File: src/rtl/cpu_pkg.sv
// Shared CPU constants and types for the fetch stage and its neighbours.
package cpu_pkg;
  localparam int ADDR_W     = 15;
  localparam int DATA_W     = 16;
  localparam int PC_W       = 16;
  localparam int PERIPH_BIT = 15;
  localparam logic [PC_W-1:0] RESET_PC = 16'h0000;

  typedef logic [PC_W-1:0] pc_t;
  typedef enum logic {RUN, FAULT} fetch_state_e;
endpackage

File: src/rtl/fetch_fifo.sv
// Two-entry instruction buffer with flush; head is read combinationally.
module fetch_fifo #(
  parameter int W = 32
) (
  input  logic         clk,
  input  logic         reset,
  input  logic         push,
  input  logic         pop,
  input  logic         flush,
  input  logic [W-1:0] din,
  output logic [W-1:0] head,
  output logic [1:0]   count
);
  logic [1:0][W-1:0] mem;
  logic              rd_ptr, wr_ptr;

  assign head = mem[rd_ptr];

  always_ff @(posedge clk or posedge reset) begin
    if (reset) begin
      mem    <= '0;
      rd_ptr <= 1'b0;
      wr_ptr <= 1'b0;
      count  <= 2'd0;
    end else if (flush) begin
      rd_ptr <= 1'b0;
      wr_ptr <= 1'b0;
      count  <= 2'd0;
    end else begin
      if (push) begin
        mem[wr_ptr] <= din;
        wr_ptr      <= ~wr_ptr;
      end
      if (pop) rd_ptr <= ~rd_ptr;
      count <= count + 2'(push) - 2'(pop);
    end
  end
endmodule

File: src/rtl/instr_fetch.sv
// Instruction fetch: PC, credit-based prefetch into a 2-entry buffer, redirects.
// Optional FETCH_FAULT_EN: fetches from peripheral space (pc[15]) park in FAULT.
module instr_fetch #(
  parameter int              ADDR_W   = cpu_pkg::ADDR_W,
  parameter int              DATA_W   = cpu_pkg::DATA_W,
  parameter logic [15:0]     RESET_PC = cpu_pkg::RESET_PC
) (
  input  logic              clk,
  input  logic              reset,
  output logic [ADDR_W-1:0] mem_addr,
  output logic              mem_en,
  input  logic [DATA_W-1:0] mem_rdata,
  output logic [DATA_W-1:0] instr,
  output logic [15:0]       instr_pc,
  output logic              instr_valid,
  input  logic              instr_ready,
  input  logic              redirect,
  input  logic [15:0]       redirect_pc
`ifdef FETCH_FAULT_EN
  , output logic            fetch_fault
`endif
);
  import cpu_pkg::*;

  localparam int EW = DATA_W + PC_W;

  pc_t           pc, inflight_pc, issue_pc;
  logic          inflight;
  logic [1:0]    count;
  logic          pop, push, credit_ok, issue;
  logic [EW-1:0] head;

  assign instr_valid = (count != 2'd0) & ~redirect;
  assign pop         = instr_valid & instr_ready;
  // A redirect drops whatever response lands in the same cycle.
  assign push        = inflight & ~redirect;
  assign credit_ok   = ({1'b0, count} + {2'b0, inflight} - {2'b0, pop}) < 3'd2;
  assign issue_pc    = redirect ? redirect_pc : pc;

`ifdef FETCH_FAULT_EN
  fetch_state_e state;
  logic         attempt, enter_fault;

  assign attempt     = redirect | ((state == RUN) & credit_ok);
  assign enter_fault = attempt & issue_pc[PERIPH_BIT];
  assign issue       = ~reset & attempt & ~issue_pc[PERIPH_BIT];

  always_ff @(posedge clk or posedge reset) begin
    if (reset) begin
      state       <= RUN;
      fetch_fault <= 1'b0;
    end else if (enter_fault) begin
      state       <= FAULT;
      fetch_fault <= 1'b1;
    end else if (issue & redirect) begin
      state       <= RUN;
      fetch_fault <= 1'b0;
    end
  end
`else
  assign issue = ~reset & (redirect | credit_ok);
`endif

  assign mem_en   = issue;
  assign mem_addr = issue_pc[ADDR_W-1:0];

  always_ff @(posedge clk or posedge reset) begin
    if (reset) begin
      pc          <= RESET_PC;
      inflight    <= 1'b0;
      inflight_pc <= '0;
    end else begin
      inflight <= issue;
      if (issue) begin
        inflight_pc <= issue_pc;
        pc          <= issue_pc + 16'd1;
      end else if (redirect) begin
        pc          <= redirect_pc;
      end
    end
  end

  fetch_fifo #(.W(EW)) u_fifo (
    .clk   (clk),
    .reset (reset),
    .push  (push),
    .pop   (pop),
    .flush (redirect),
    .din   ({mem_rdata, inflight_pc}),
    .head  (head),
    .count (count)
  );

  assign instr    = head[EW-1:PC_W];
  assign instr_pc = head[PC_W-1:0];
endmodule

File: config.mk
export PLATFORM = sky130hd
export DESIGN_NAME = instr_fetch
export DESIGN_NICKNAME = d
export VERILOG_FILES = /design/src/rtl/cpu_pkg.sv /design/src/rtl/fetch_fifo.sv /design/src/rtl/instr_fetch.sv
export SDC_FILE = /design/constraint.sdc
export NUM_CORES = 1
export LEC_CHECK = 0
export BUFFER_PORTS_ARGS = -buffer_cell sky130_fd_sc_hd__buf_2
export CAP_MARGIN = 5
export CORE_MARGIN = 5
export CORE_UTILIZATION = 50
export DETAILED_ROUTE_END_ITERATION = 8
export GPL_ROUTABILITY_DRIVEN = 0
export GPL_TIMING_DRIVEN = 1
export PLACE_DENSITY = 0.78
export SYNTH_ARGS = -nofsm -noshare
export SYNTH_HDL_FRONTEND = slang
export SYNTH_SLANG_ARGS = --single-unit
File: constraint.sdc
create_clock -name clk -period 3.5 [get_ports clk]
set_clock_uncertainty 0.05 [all_clocks]
set_input_delay 0.7 -clock clk [delete_from_list [all_inputs] [get_ports clk]]
set_output_delay 0.7 -clock clk [all_outputs]
set_load 0.01 [all_outputs]
==> run_results.csv <==
group,metric,value,unit
power_and_ir_drop,intPower,2.97,mW
sta,maxSlewViolCount,0,
logic_synthesis,synthTopCellsByArea,"dfrtp_1 (52%), mux2_2 (24%), buf_4 (3.3%), nand2_1 (2.8%), xnor2_1 (2.7%)",
sta,relSlewSlack,48.5,%
clock_network,clk_path_buf_depth,2,
grt,grt_max_degree,62,
power_and_ir_drop,power_density,846,nW/µm²
clock_network,cts_resized,0,
final_layout,nNetsFinal,489,
worst_setup_path,crit_top_cell,"inv_2",
logic_synthesis,synth_seq_cells,101,
sta,max_freq,303,MHz
worst_setup_path,path_class,"reg2out",
grt,grt_pass1_vias,3246,
logic_synthesis,synth-edff-count,0,
drt,viasPerCell,5.24,
worst_setup_path,worstSetupStartpointType,"register",
placement,dpl_cell_area,5250,µm²
worst_setup_path,required,2.75,ns
clock_network,cts_buffers,9,
drt,wl_per_cell,16.1,µm
logic_synthesis,avgSynthCellArea,12.7,µm²
final_layout,fin_area,5410,µm²
grt,use_met2,26.7,%
logic_synthesis,synth_top_cell_area_share,52.4,%
logic_synthesis,yosys_warnings,0,
grt,use_met1,23.6,%
placement,dp_hpwl,6550,µm
drt,vias,3048,
drt,drc_errors,0,
worst_setup_path,max_stage_delay,0.45,ns
drt,ant_nets,0,
run_status,outcome,"completed",
sta,hold_violations,0,
drt,wirelength,9340,µm
worst_setup_path,crit_buf_inv,3,
power_and_ir_drop,peakVddDrop,472,µV
grt,antenna_found_initial,0,
final_layout,antenna_cells,0,
floorplanning,die_area,11700,µm²
clock_network,cts_tree,"built",
worst_setup_path,critPathTopFamily,"adder cells",
drt,drtIter0Drc,148,
placement,port_buffers,84,
clock_network,h-tree-depth,3,
floorplanning,dieWidth,108,µm
power_and_ir_drop,seqPwrFrac,43.3,%
grt,grt_pass1_wl,15700,µm
clock_network,clkTransAtPathRegs,0.10,ns
power_and_ir_drop,power_frac_comb,42.5,%
clock_network,hold_buffers,0,
logic_synthesis,synth_common_cells,"mux2_2 (102), dfrtp_1 (101), nand2_1 (36)",
logic_synthesis,syn_nets,421,
sta,rsz0062_at_grt,"no",
power_and_ir_drop,p_sw,1.61,mW
logic_synthesis,syn_area,4820,µm²
floorplanning,num_rows,35,
logic_synthesis,ys_seq_area_share,52.4,%
drt,drtPass1Iterations,4,
sta,worst_slew_pin_slew,0.772,ns
sta,setup_violations,0,
logic_synthesis,synth.most_common_cell,"mux2_2",
worst_setup_path,worstSetupEndpointType,"primary output",
power_and_ir_drop,p_total,4.58,mW
grt,use_met3,2.69,%
grt,grt_overflow,0,
worst_setup_path,path_cells,"inv_2 -> a21oi_2 -> and2_1 -> ha_1 -> nor2b_1 -> fa_1 -> o31a_1 -> inv_2 -> buf_2",
sta,fin_crit,3.30,ns
final_layout,syn_to_final_growth,12.2,%
sta,min_period_over_period,94.2,%
grt,busiest_layer,"met2",
worst_setup_path,critical_path.max_fanout,3,
worst_setup_path,arrival,2.55,ns
power_and_ir_drop,leakage,2.51,nW
sta,setup_tns,0,ns
job,cap_violations,0,
clock_network,clock-sinks,101,
power_and_ir_drop,switching_share,35.2,%
logic_synthesis,synthArstFlopShare,100,%
final_layout,nFillCells,783,
worst_setup_path,cpMaxStageDelayCell,"fa_1",
floorplanning,die_h,108,µm
min_path,hp-class,"in2async",
clock_network,cts_setup_buffers,0,
floorplanning,ioPinCount,85,
floorplanning,core_area,9330,µm²
logic_synthesis,yosys.cell_types.count,34,
clock_network,cts_root_buffer,"clkbuf_8",
power_and_ir_drop,power_frac_clock,14.2,%
final_layout,drive_gt1_share,48.3,%
logic_synthesis,yosys.area.top_type,"dfrtp_1",
floorplanning,initial_utilization,51.7,%
grt,track_usage,16.8,%
clock_network,clock_latency,0.35,ns
logic_synthesis,syn_inst,380,
logic_synthesis,yosys_most_used_dff,"dfrtp_1",
power by group through the flow:
stage	clock (mW)	sequential, mW	combinational, mW
2_1_floorplan	0	1.90	1.50
3_3_place_gp	0	1.96	1.92
3_5_place_dp	0	2.01	1.97
4_1_cts	0.671	1.98	1.98
5_1_grt	0.727	2.04	2.15
6_report	0.650	1.98	1.95
state kept, by name, summed over array words and instances, names as in the netlist:
register / count
inflight: 1
inflight_pc: 16
pc: 16
u_fifo.count: 2
u_fifo.mem: 64
u_fifo.rd_ptr: 1
u_fifo.wr_ptr: 1
through the flow:
stage | utilization (%) | hold WS, ns | cells | worst slack, ns
4_1_cts | 58.0 | 0.460 | 582 | 0.110
6_report | 58.0 | 0.429 | 582 | 0.202
2_1_floorplan | - | 0.404 | 380 | 0.0603
5_1_grt | 58.0 | 0.476 | 582 | 0.0245
3_3_place_gp | 56.2 | 0.414 | 566 | 0.281
3_5_place_dp | 56.2 | 0.437 | 566 | 0.245
area by class of cell:
class / instances / area (µm²) / share of cell area [%]
flip-flops and latches: 101 / 2530 / 46.7
multi-input cells: 229 / 2010 / 37.1
repair buffers: 91 / 485 / 8.97
well taps: 129 / 161 / 2.98
clock buffers: 11 / 131 / 2.43
inverters: 16 / 62.6 / 1.16
clock inverters: 5 / 35.0 / 0.647
cells by family after synthesis:
logic type	count (synthesis)	synth area share [%]
adder cells (fa/ha/maj)	5	1.45
multiplexers	113	26.1
AND/OR/NAND/NOR	72	7.76
flip-flops	101	52.4
AO/OA/AOI/OAI	22	3.09
XOR/XNOR	17	3.09
buffers and inverters	50	6.10
final timing paths:
| path | startpoint | endpoint | slack [ns] | cells after the start |
|---|---|---|---|---|
| hold / removal | reset | u_fifo.rd_ptr | 0.43 | 2 |
| max in group asynchronous | reset | u_fifo.mem[51] | 2.24 | 3 |
| setup reg to reg | u_fifo.count[1] | pc[12] | 0.60 | 10 |
| hold reg to reg | u_fifo.mem[51] | u_fifo.mem[51] | 0.46 | 1 |
| min in group clk | u_fifo.mem[51] | u_fifo.mem[51] | 0.46 | 1 |
| setup / recovery | u_fifo.count[1] | mem_en | 0.20 | 9 |
routing by layer:
metal  vias up  share of wire [%]  wire length [µm]
met1      1507                 47              4410
met4         0                1.2               113
li1       1437                  -                 -
met2        93                 46              4290
met5         -                  0                 0
met3        11                5.7               537
layout by cell type, fill, tap and decap left out, types with 3 or more instances in the layout:
master | synthesis | final
a21oi_1 | 4 | 3
a22oi_2 | 3 | 3
buf_2 | 9 | 84
buf_4 | 21 | 6
clkbuf_8 | 0 | 9
dfrtp_1 | 101 | 101
ha_1 | 4 | 4
inv_1 | 15 | 13
mux2_2 | 102 | 102
mux2i_1 | 10 | 10
nand2_1 | 36 | 36
nand3_1 | 8 | 8
nand3b_1 | 3 | 3
nand4_1 | 9 | 9
nand4b_1 | 4 | 4
nor2_1 | 3 | 3
o21ai_1 | 11 | 11
xnor2_1 | 15 | 15
No activity file was read; power rests on OpenSTA's default activity.
